File: config.mk
export PLATFORM = sky130hd
export DESIGN_NAME = id_ex_stage
export DESIGN_NICKNAME = d
export VERILOG_FILES = /design/src/rtl/id_ex_stage_pkg.sv /design/src/rtl/id_ex_stage_hazard_detect.sv /design/src/rtl/id_ex_stage.sv
export SDC_FILE = /design/constraint.sdc
export NUM_CORES = 1
export LEC_CHECK = 0
export ABC_AREA = 1
export CORE_MARGIN = 2
export CORE_UTILIZATION = 31
export CTS_CLUSTER_DIAMETER = 120
export DETAILED_ROUTE_END_ITERATION = 12
export HOLD_SLACK_MARGIN = 0.15
export PLACE_DENSITY = 0.71
export REMOVE_ABC_BUFFERS = 1
export SLEW_MARGIN = 25
export SYNTH_ARGS = -nofsm -noshare
export SYNTH_HDL_FRONTEND = slang
export SYNTH_SLANG_ARGS = --single-unit
export TNS_END_PERCENT = 20
File: constraint.sdc
create_clock -name clk -period 2 [get_ports clk]
set_input_delay 0.4 -clock clk [delete_from_list [all_inputs] [get_ports clk]]
set_output_delay 0.4 -clock clk [all_outputs]
set_load 0.05 [all_outputs]
File: src/rtl/id_ex_stage_pkg.sv
// Shared constants and the EX control bundle for the ID/EX pipeline register.
package id_ex_stage_pkg;

  localparam int XLEN       = 32;
  localparam int REG_COUNT  = 32;
  localparam int REG_ADDR_W = 5;

  typedef struct packed {
    logic                  valid;
    logic                  rd_we;
    logic                  is_load;
    logic [REG_ADDR_W-1:0] rd_addr;
  } ex_ctrl_t;

  localparam ex_ctrl_t EX_CTRL_IDLE = '0;

endpackage

File: src/rtl/id_ex_stage_hazard_detect.sv
// Load-use detector: a load in EX whose result the instruction in decode needs.
module hazard_detect
  import id_ex_stage_pkg::*;
#(
  parameter int AW = REG_ADDR_W
) (
  input  logic          id_valid_i,
  input  logic [AW-1:0] rs1_addr_i,
  input  logic [AW-1:0] rs2_addr_i,
  input  logic          ex_valid_i,
  input  logic          ex_is_load_i,
  input  logic          ex_rd_we_i,
  input  logic [AW-1:0] ex_rd_addr_i,
  output logic          load_use_o
);

  logic rd_matches;

  // x0 is never a real producer, so it can never stall decode.
  assign rd_matches = (ex_rd_addr_i != '0) &&
                      ((ex_rd_addr_i == rs1_addr_i) || (ex_rd_addr_i == rs2_addr_i));

  assign load_use_o = id_valid_i && ex_valid_i && ex_is_load_i && ex_rd_we_i && rd_matches;

endmodule

File: src/rtl/id_ex_stage.sv
// ID/EX pipeline register with flush, hold, load-use bubble and x0 zeroing.
// Optional write-back bypass/refresh of captured operands: define WB_BYPASS_EN.
module id_ex_stage
  import id_ex_stage_pkg::*;
#(
  parameter  int mem_width = XLEN,
  parameter  int mem_depth = REG_COUNT,
  localparam int AW        = $clog2(mem_depth)
) (
  input  logic                 clk,
  input  logic                 reset,
  input  logic                 id_valid,
  input  logic [AW-1:0]        rs1_addr,
  input  logic [AW-1:0]        rs2_addr,
  input  logic [AW-1:0]        rd_addr,
  input  logic                 rd_we,
  input  logic                 is_load,
  input  logic [mem_width-1:0] pc,
  input  logic [mem_width-1:0] imm,
  input  logic [mem_width-1:0] A_in,
  input  logic [mem_width-1:0] B_in,
  input  logic                 wb_we,
  input  logic [AW-1:0]        wb_addr,
  input  logic [mem_width-1:0] wb_data,
  input  logic                 flush,
  input  logic                 ex_ready,
  output logic                 id_ready,
  output logic                 ex_valid,
  output logic                 ex_rd_we,
  output logic                 ex_is_load,
  output logic [AW-1:0]        ex_rs1_addr,
  output logic [AW-1:0]        ex_rs2_addr,
  output logic [AW-1:0]        ex_rd_addr,
  output logic [mem_width-1:0] ex_rs1_data,
  output logic [mem_width-1:0] ex_rs2_data,
  output logic [mem_width-1:0] ex_pc,
  output logic [mem_width-1:0] ex_imm
);

  ex_ctrl_t             ctrl_q, ctrl_d;
  logic [AW-1:0]        rs1_addr_q, rs1_addr_d, rs2_addr_q, rs2_addr_d;
  logic [mem_width-1:0] rs1_data_q, rs1_data_d, rs2_data_q, rs2_data_d;
  logic [mem_width-1:0] pc_q, pc_d, imm_q, imm_d;
  logic                 load_use;

  function automatic logic [mem_width-1:0] pick_operand(input logic [AW-1:0]        addr,
                                                        input logic [mem_width-1:0] rf_data);
    logic [mem_width-1:0] val;
    val = rf_data;
`ifdef WB_BYPASS_EN
    if (wb_we && (wb_addr == addr)) val = wb_data;
`endif
    if (addr == '0) val = '0;
    return val;
  endfunction

`ifndef WB_BYPASS_EN
  // Without bypass the register file alone resolves write-before-read.
  logic unused_wb;
  assign unused_wb = ^{wb_we, wb_addr, wb_data};
`endif

  hazard_detect #(.AW(AW)) u_hazard (
    .id_valid_i   (id_valid),
    .rs1_addr_i   (rs1_addr),
    .rs2_addr_i   (rs2_addr),
    .ex_valid_i   (ex_valid),
    .ex_is_load_i (ex_is_load),
    .ex_rd_we_i   (ex_rd_we),
    .ex_rd_addr_i (ex_rd_addr),
    .load_use_o   (load_use)
  );

  assign id_ready = reset && ex_ready && !load_use && !flush;

  // Priority: flush > hold > bubble > load.
  always_comb begin
    ctrl_d     = ctrl_q;
    rs1_addr_d = rs1_addr_q;
    rs2_addr_d = rs2_addr_q;
    rs1_data_d = rs1_data_q;
    rs2_data_d = rs2_data_q;
    pc_d       = pc_q;
    imm_d      = imm_q;
    if (flush) begin
      ctrl_d.valid = 1'b0;
    end else if (!ex_ready) begin
`ifdef WB_BYPASS_EN
      if (wb_we && (wb_addr != '0)) begin
        if (wb_addr == rs1_addr_q) rs1_data_d = wb_data;
        if (wb_addr == rs2_addr_q) rs2_data_d = wb_data;
      end
`endif
    end else if (load_use) begin
      ctrl_d.valid   = 1'b0;
      ctrl_d.rd_we   = 1'b0;
      ctrl_d.is_load = 1'b0;
    end else begin
      ctrl_d.valid   = id_valid;
      ctrl_d.rd_we   = rd_we;
      ctrl_d.is_load = is_load;
      ctrl_d.rd_addr = REG_ADDR_W'(rd_addr);
      rs1_addr_d     = rs1_addr;
      rs2_addr_d     = rs2_addr;
      rs1_data_d     = pick_operand(rs1_addr, A_in);
      rs2_data_d     = pick_operand(rs2_addr, B_in);
      pc_d           = pc;
      imm_d          = imm;
    end
  end

  always_ff @(posedge clk or negedge reset) begin
    if (!reset) begin
      ctrl_q     <= EX_CTRL_IDLE;
      rs1_addr_q <= '0;
      rs2_addr_q <= '0;
      rs1_data_q <= '0;
      rs2_data_q <= '0;
      pc_q       <= '0;
      imm_q      <= '0;
    end else begin
      ctrl_q     <= ctrl_d;
      rs1_addr_q <= rs1_addr_d;
      rs2_addr_q <= rs2_addr_d;
      rs1_data_q <= rs1_data_d;
      rs2_data_q <= rs2_data_d;
      pc_q       <= pc_d;
      imm_q      <= imm_d;
    end
  end

  assign ex_valid    = ctrl_q.valid;
  assign ex_rd_we    = ctrl_q.rd_we;
  assign ex_is_load  = ctrl_q.is_load;
  assign ex_rd_addr  = AW'(ctrl_q.rd_addr);
  assign ex_rs1_addr = rs1_addr_q;
  assign ex_rs2_addr = rs2_addr_q;
  assign ex_rs1_data = rs1_data_q;
  assign ex_rs2_data = rs2_data_q;
  assign ex_pc       = pc_q;
  assign ex_imm      = imm_q;

endmodule

=== After elaboration in Yosys (flattened, before gate mapping) ===
Index checks and enable logic that the tools add are counted.

* Register bits after elaboration: 146
* Input bits: 188
* Output and inout port bits: 147
* Word-level logic and storage cells: 37

* Equality and inequality tests: 2
* Muxes and demuxes: 6
* Bitwise gates (word level): 2
* Reductions and logical operators: 17

{| class="wikitable"
|+ Operator list
! operator !! count
|-
| $mux 32 || 2
|-
| $eq 5x5->1 || 2
|-
| $logic_not 5->1 || 2
|-
| $logic_and 1x1->1 || 8
|-
| $mux 8 || 1
|-
| $mux 5 || 1
|-
| $reduce_bool 5->1 || 1
|-
| $mux 3 || 1
|-
| $reduce_and 3->1 || 1
|-
| $logic_not 1->1 || 2
|-
| $not 1->1 || 2
|-
| $reduce_and 2->1 || 1
|-
| $reduce_bool 2->1 || 1
|-
| $logic_or 1x1->1 || 1
|-
| $mux 1 || 1
|}

=== Depth between registers and ports, before layout ===
* Word-level depth: 7
* Gate-level depth with buffers: 12
* Depth with buffers taken out: 10

=== By module ===
From an unflattened synthesis, not the netlist that was laid out.

* Cells, all modules: 816
* Area total of the unflattened synthesis: 6389.9 sq um

{| class="wikitable"
|+ Modules (own cells, without submodules)
! module !! instances !! cells an instance !! area an instance (sq um) !! sequential area each (sq um)
|-
| id_ex_stage || 1 || 770 || 6185.9 || 3653.5
|-
| hazard_detect || 1 || 46 || 203.9 || 0.0
|}

=== Worst setup path after synthesis ===
OpenSTA, ideal clock, no wires.

* Path kind: register to output
* Start point: register ctrl_q, in the netlist ex_rd_addr[0]
* End point: output port id_ready
* Arrival time: 2028 ps
* Required time: 1600 ps
* Setup slack: -428 ps
* Stages on the path, launching flop included: 10
* Buffers on the path: 1
* Cell sequence: dfrtp_1 nor2_1 nor2_1 nor2_1 nand3_1 nand2_1 nand2_2 nand2_4 buf_2 nor2_1

* Cells in the longest elaborated chain, start to end: 7
* Elaborated cells between the ends (all ways): 9
* Those cells by class: eq/ne: 2; reduce/logical: 7

{| class="wikitable"
|+ RTL lines
! item !! line !! text
|-
| start, declared || id_ex_stage.sv:40 || <nowiki>ex_ctrl_t ctrl_q, ctrl_d;</nowiki>
|-
| start signal, assigned || id_ex_stage.sv:122 || <nowiki>ctrl_q <= ctrl_d;</nowiki>
|-
| $eq 5x5->1 || id_ex_stage_hazard_detect.sv:21 || <nowiki>((ex_rd_addr_i == rs1_addr_i) || (ex_rd_addr_i == rs2_addr_i));</nowiki>
|-
| $logic_or 1x1->1 || id_ex_stage_hazard_detect.sv:21 ||
|-
| $logic_and 1x1->1 * || id_ex_stage_hazard_detect.sv:20 || <nowiki>assign rd_matches = (ex_rd_addr_i != '0) &&</nowiki>
|-
| $logic_and 1x1->1 * || id_ex_stage_hazard_detect.sv:23 || <nowiki>assign load_use_o = id_valid_i && ex_valid_i && ex_is_load_i && ex_rd_we_i && rd_matches;</nowiki>
|-
| $logic_not 1->1 * || id_ex_stage.sv:74 || <nowiki>assign id_ready = reset && ex_ready && !load_use && !flush;</nowiki>
|-
| $logic_and 1x1->1 * (2 in series) || id_ex_stage.sv:74 ||
|-
| end, declared || id_ex_stage.sv:27 || <nowiki>output logic id_ready,</nowiki>
|}

Every way passes the cells marked *; elsewhere a longest branch is shown, timed or not.

=== Final worst setup path ===
* Start point: input port rs2_addr[4]
* End point: output port id_ready

* Cells in the longest elaborated chain, start to end: 7

{| class="wikitable"
|+ RTL lines
! item !! line !! text
|-
| start, declared || id_ex_stage.sv:14 || <nowiki>input logic [AW-1:0] rs2_addr,</nowiki>
|-
| $eq 5x5->1 || id_ex_stage_hazard_detect.sv:21 ||
|-
| $logic_or 1x1->1 || id_ex_stage_hazard_detect.sv:21 ||
|-
| $logic_and 1x1->1 || id_ex_stage_hazard_detect.sv:20 ||
|-
| $logic_and 1x1->1 || id_ex_stage_hazard_detect.sv:23 ||
|-
| $logic_not 1->1 || id_ex_stage.sv:74 ||
|-
| $logic_and 1x1->1 (2 in series) || id_ex_stage.sv:74 ||
|}

Every way passes these cells.

==> results.json <==
{
  "outcome": "complete, but fails checks",
  "die-area_um2": 22100,
  "cp.required_ns": 1.60,
  "crit_fanout": 4,
  "avgSynthCellArea_um2": 7.82,
  "power.internal_uw": 6280,
  "synth_area_leader_cell": "dfrtp_1",
  "clockPowerShare_pct": 33.1,
  "gp_congestion": 0.839,
  "cts_sinks": 146,
  "place_inst": 1375,
  "yosys-top-cells-area": "dfrtp_1 56%, nand2_1 22%, nand3_1 12%, inv_1 4.4%, buf_2 1.7%",
  "max_freq_mhz": 473,
  "crit_arrival_ns": 1.71,
  "io_buffers": 296,
  "cap_violations": 0,
  "yosysSeqAreaShare_pct": 56.3,
  "syn_inst": 829,
  "r2r_end": "ex_imm[4]",
  "grt_use_total_pct": 18.5,
  "dpl.hpwl_um": 13900,
  "rr_worst_depth": 13,
  "power.switching_uw": 3530,
  "wl_per_cell_um": 14.4,
  "design_area_um2": 10600,
  "synth-seq-cells": 146,
  "path_buf_inv": 3,
  "crit_type": "in -> out",
  "drt_first_pass_iters": 4,
  "ios": 335,
  "start_kind": "input pin",
  "clock_latency_ns": 0.42,
  "p_seq_share_pct": 36.1,
  "fp-row-count": 52,
  "chipWidth_um": 149,
  "synth_top_area_share_pct": 56.3,
  "whs_ns": 0.303,
  "worst_slack_ns": -0.115,
  "antenna_found_initial": 0,
  "worstPathCellList": "clkdlybuf4s50_1 -> inv_1 -> nand2_1 -> nand2_1 -> nor2_1 -> nand3_1 -> nand2_2 -> nand2_4 -> nand2_4 -> nor2_4 -> buf_12",
  "area_growth_pct": 64.1,
  "slew_headroom_pct": 46.7,
  "synthDistinctLibCells": 16,
  "vias": 6355,
  "hp-class": "in -> reg",
  "ant_nets": 0,
  "crit_path_start": "rs2_addr[4]",
  "swShare_pct": 36.0,
  "syn_area_um2": 6480,
  "setup_viol": 1,
  "cp-end-kind": "primary output",
  "skew_ns": 0.0106,
  "diodes": 0,
  "drv_slew": 0,
  "rsz0062_at_grt": "yes",
  "nNetsFinal": 1319,
  "final_hold_viol_count": 0,
  "cts_buffers": 17,
  "cts_tree": "built",
  "violations": "setup timing",
  "grt_pass1_vias": 6147,
  "viasPerCell": 4.50,
  "slowest_delay_ns": 0.52,
  "drt-initial-drc-count": 275,
  "grt_first_pass_wirelength_um": 32300,
  "r2r-start": "ex_rd_addr[3]",
  "htreeDepth": 4,
  "grt_max_degree": 147,
  "crit_cells": 11,
  "chipHeight_um": 149,
  "p_comb_share_pct": 30.9,
  "crit_slowest_cell": "clkdlybuf4s50_1",
  "synth_warnings": 0,
  "critical-path-top-delay-family": "buffers and inverters",
  "layout-drive-gt1-share_pct": 9.36,
  "clk_pin_slew_worst_paths_ns": 0.06,
  "cts_root_buf": "clkbuf_16",
  "power.density_nw_per_um2": 921,
  "cellLeakagePower_uw": 0.00629,
  "final_cells": 1413,
  "tightestPinTransition_ns": 0.800,
  "reg2reg_slack_ns": 0.17,
  "min_period_over_period_pct": 106,
  "endpoint": "id_ready",
  "wl_um": 20300,
  "cts.path.max_buffers": 2,
  "finalCriticalPeriod_ns": 2.11,
  "initial_core_util_pct": 31.8,
  "dpl_cell_area_um2": 9950,
  "core_um2": 20400,
  "drc": 0,
  "vdd_drop_max_uv": 508,
  "globalRouteOverflowTotal": 0
}
==> power groups by stage <==
stage	sequential, uW	combinational (uW)	clock (uW)
4_1_cts	3540	3050	3340
6_report	3540	3030	3240
3_3_place_gp	3580	3150	0
5_1_grt	3580	3210	3480
3_5_place_dp	3600	3170	0
2_1_floorplan	4900	502	0
==> kinds of logic after synthesis <==
kind of cell / share of synthesized area [%]
xor+xnor: 0.270
buf+inv: 8.53
flops: 56.3
simple gates: 34.9
==> cell usage in the layout (no fill, tap or decap), types with 3 or more instances in the layout <==
master	instances
buf_12	17
buf_4	42
bufinv_16	3
clkbuf_16	17
clkdlybuf4s50_1	149
clkinvlp_4	3
dfrtp_1	142
dfrtp_2	4
dlygate4sd2_1	80
dlymetal6s2s_1	45
inv_1	75
inv_2	5
nand2_1	375
nand3_1	151
nor2_1	13
==> flip-flops by register name, summed over array words and instances (netlist names) <==
signal,count
ex_rs1_addr,5
ex_rs2_addr,5
ex_imm,32
ex_rs1_data,32
ex_valid,1
ex_rs2_data,32
ex_is_load,1
ex_rd_we,1
ex_rd_addr,5
ex_pc,32
==> worst register-to-register path, cell delays in order, from the launching register on <==
cell,delay [ns]
dfrtp_2,0.44
buf_6,0.13
nand2_2,0.04
nand2_1,0.04
nor2_1,0.11
nand3_1,0.11
nand2_2,0.10
nand2_4,0.05
nand2_4,0.06
buf_4,0.10
buf_4,0.20
buf_12,0.22
nand2_1,0.08
nand2_1,0.07
==> metal layers <==
layer / share of wire [%] / up-vias / GRT usage (%)
met5: 0 / - / 0
met4: 3.2 / 0 / 8.00
met3: 6.4 / 39 / 4.29
li1: - / 3151 / -
met1: 42 / 2945 / 23.4
met2: 48 / 220 / 30.3
==> how the worst min path moves through the flow <==
stage / start / to / slack, ns / depth (start not counted)
2_1_floorplan: reset / ex_imm[0] / 0.10 / 0
3_3_place_gp: ex_imm[28] / ex_imm[28] / 0.45 / 2
3_5_place_dp: ex_rs2_data[29] / ex_rs2_data[29] / 0.46 / 2
4_1_cts: ex_rs2_data[23] / ex_rs2_data[23] / 0.47 / 2
5_1_grt: rs1_addr[3] / ex_rs1_addr[3] / 0.29 / 3
6_report: rs1_addr[3] / ex_rs1_addr[3] / 0.30 / 3
==> cells in the mapped netlist (all sizes together) <==
master    n
nand2   379
nand3   152
dfrtp   146
inv      80
buf      39
nor2     15
clkbuf   14
xnor2     2
and3      1
nor3      1
==> what timing repair did <==
item / CTS / global route
resized for setup: 90 / 47
endpoints found under the setup margin: 81 / 43
hold endpoints to repair: 8 / 0
pin swaps: 5 / 5
buffers inserted: 4 / 2
hold buffers: 1 / 0
==> stage by stage <==
stage | setup TNS [ns] | worst slack (ns) | total power [uW] | util [%]
global placement | -15.74 | -0.193 | 6730 | 48.9
finish | -0.115 | -0.115 | 9810 | 52.3
detailed placement | -19.57 | -0.193 | 6770 | 48.9
CTS | -0.115 | -0.115 | 9940 | 51.6
global route | -0.199 | -0.199 | 10300 | 52.3
floorplan | -797.79 | -6.56 | 5400 | -
==> area by class of cell <==
type | instances | area (um^2)
fill | 1982 | 9720
sequential | 146 | 3660
timing repair buffer | 336 | 3440
multi-input combinational | 550 | 2310
clock buffer | 19 | 433
tap | 270 | 338
inverter | 80 | 300
clock inverter | 12 | 158
(Power assumes the default switching activity.)
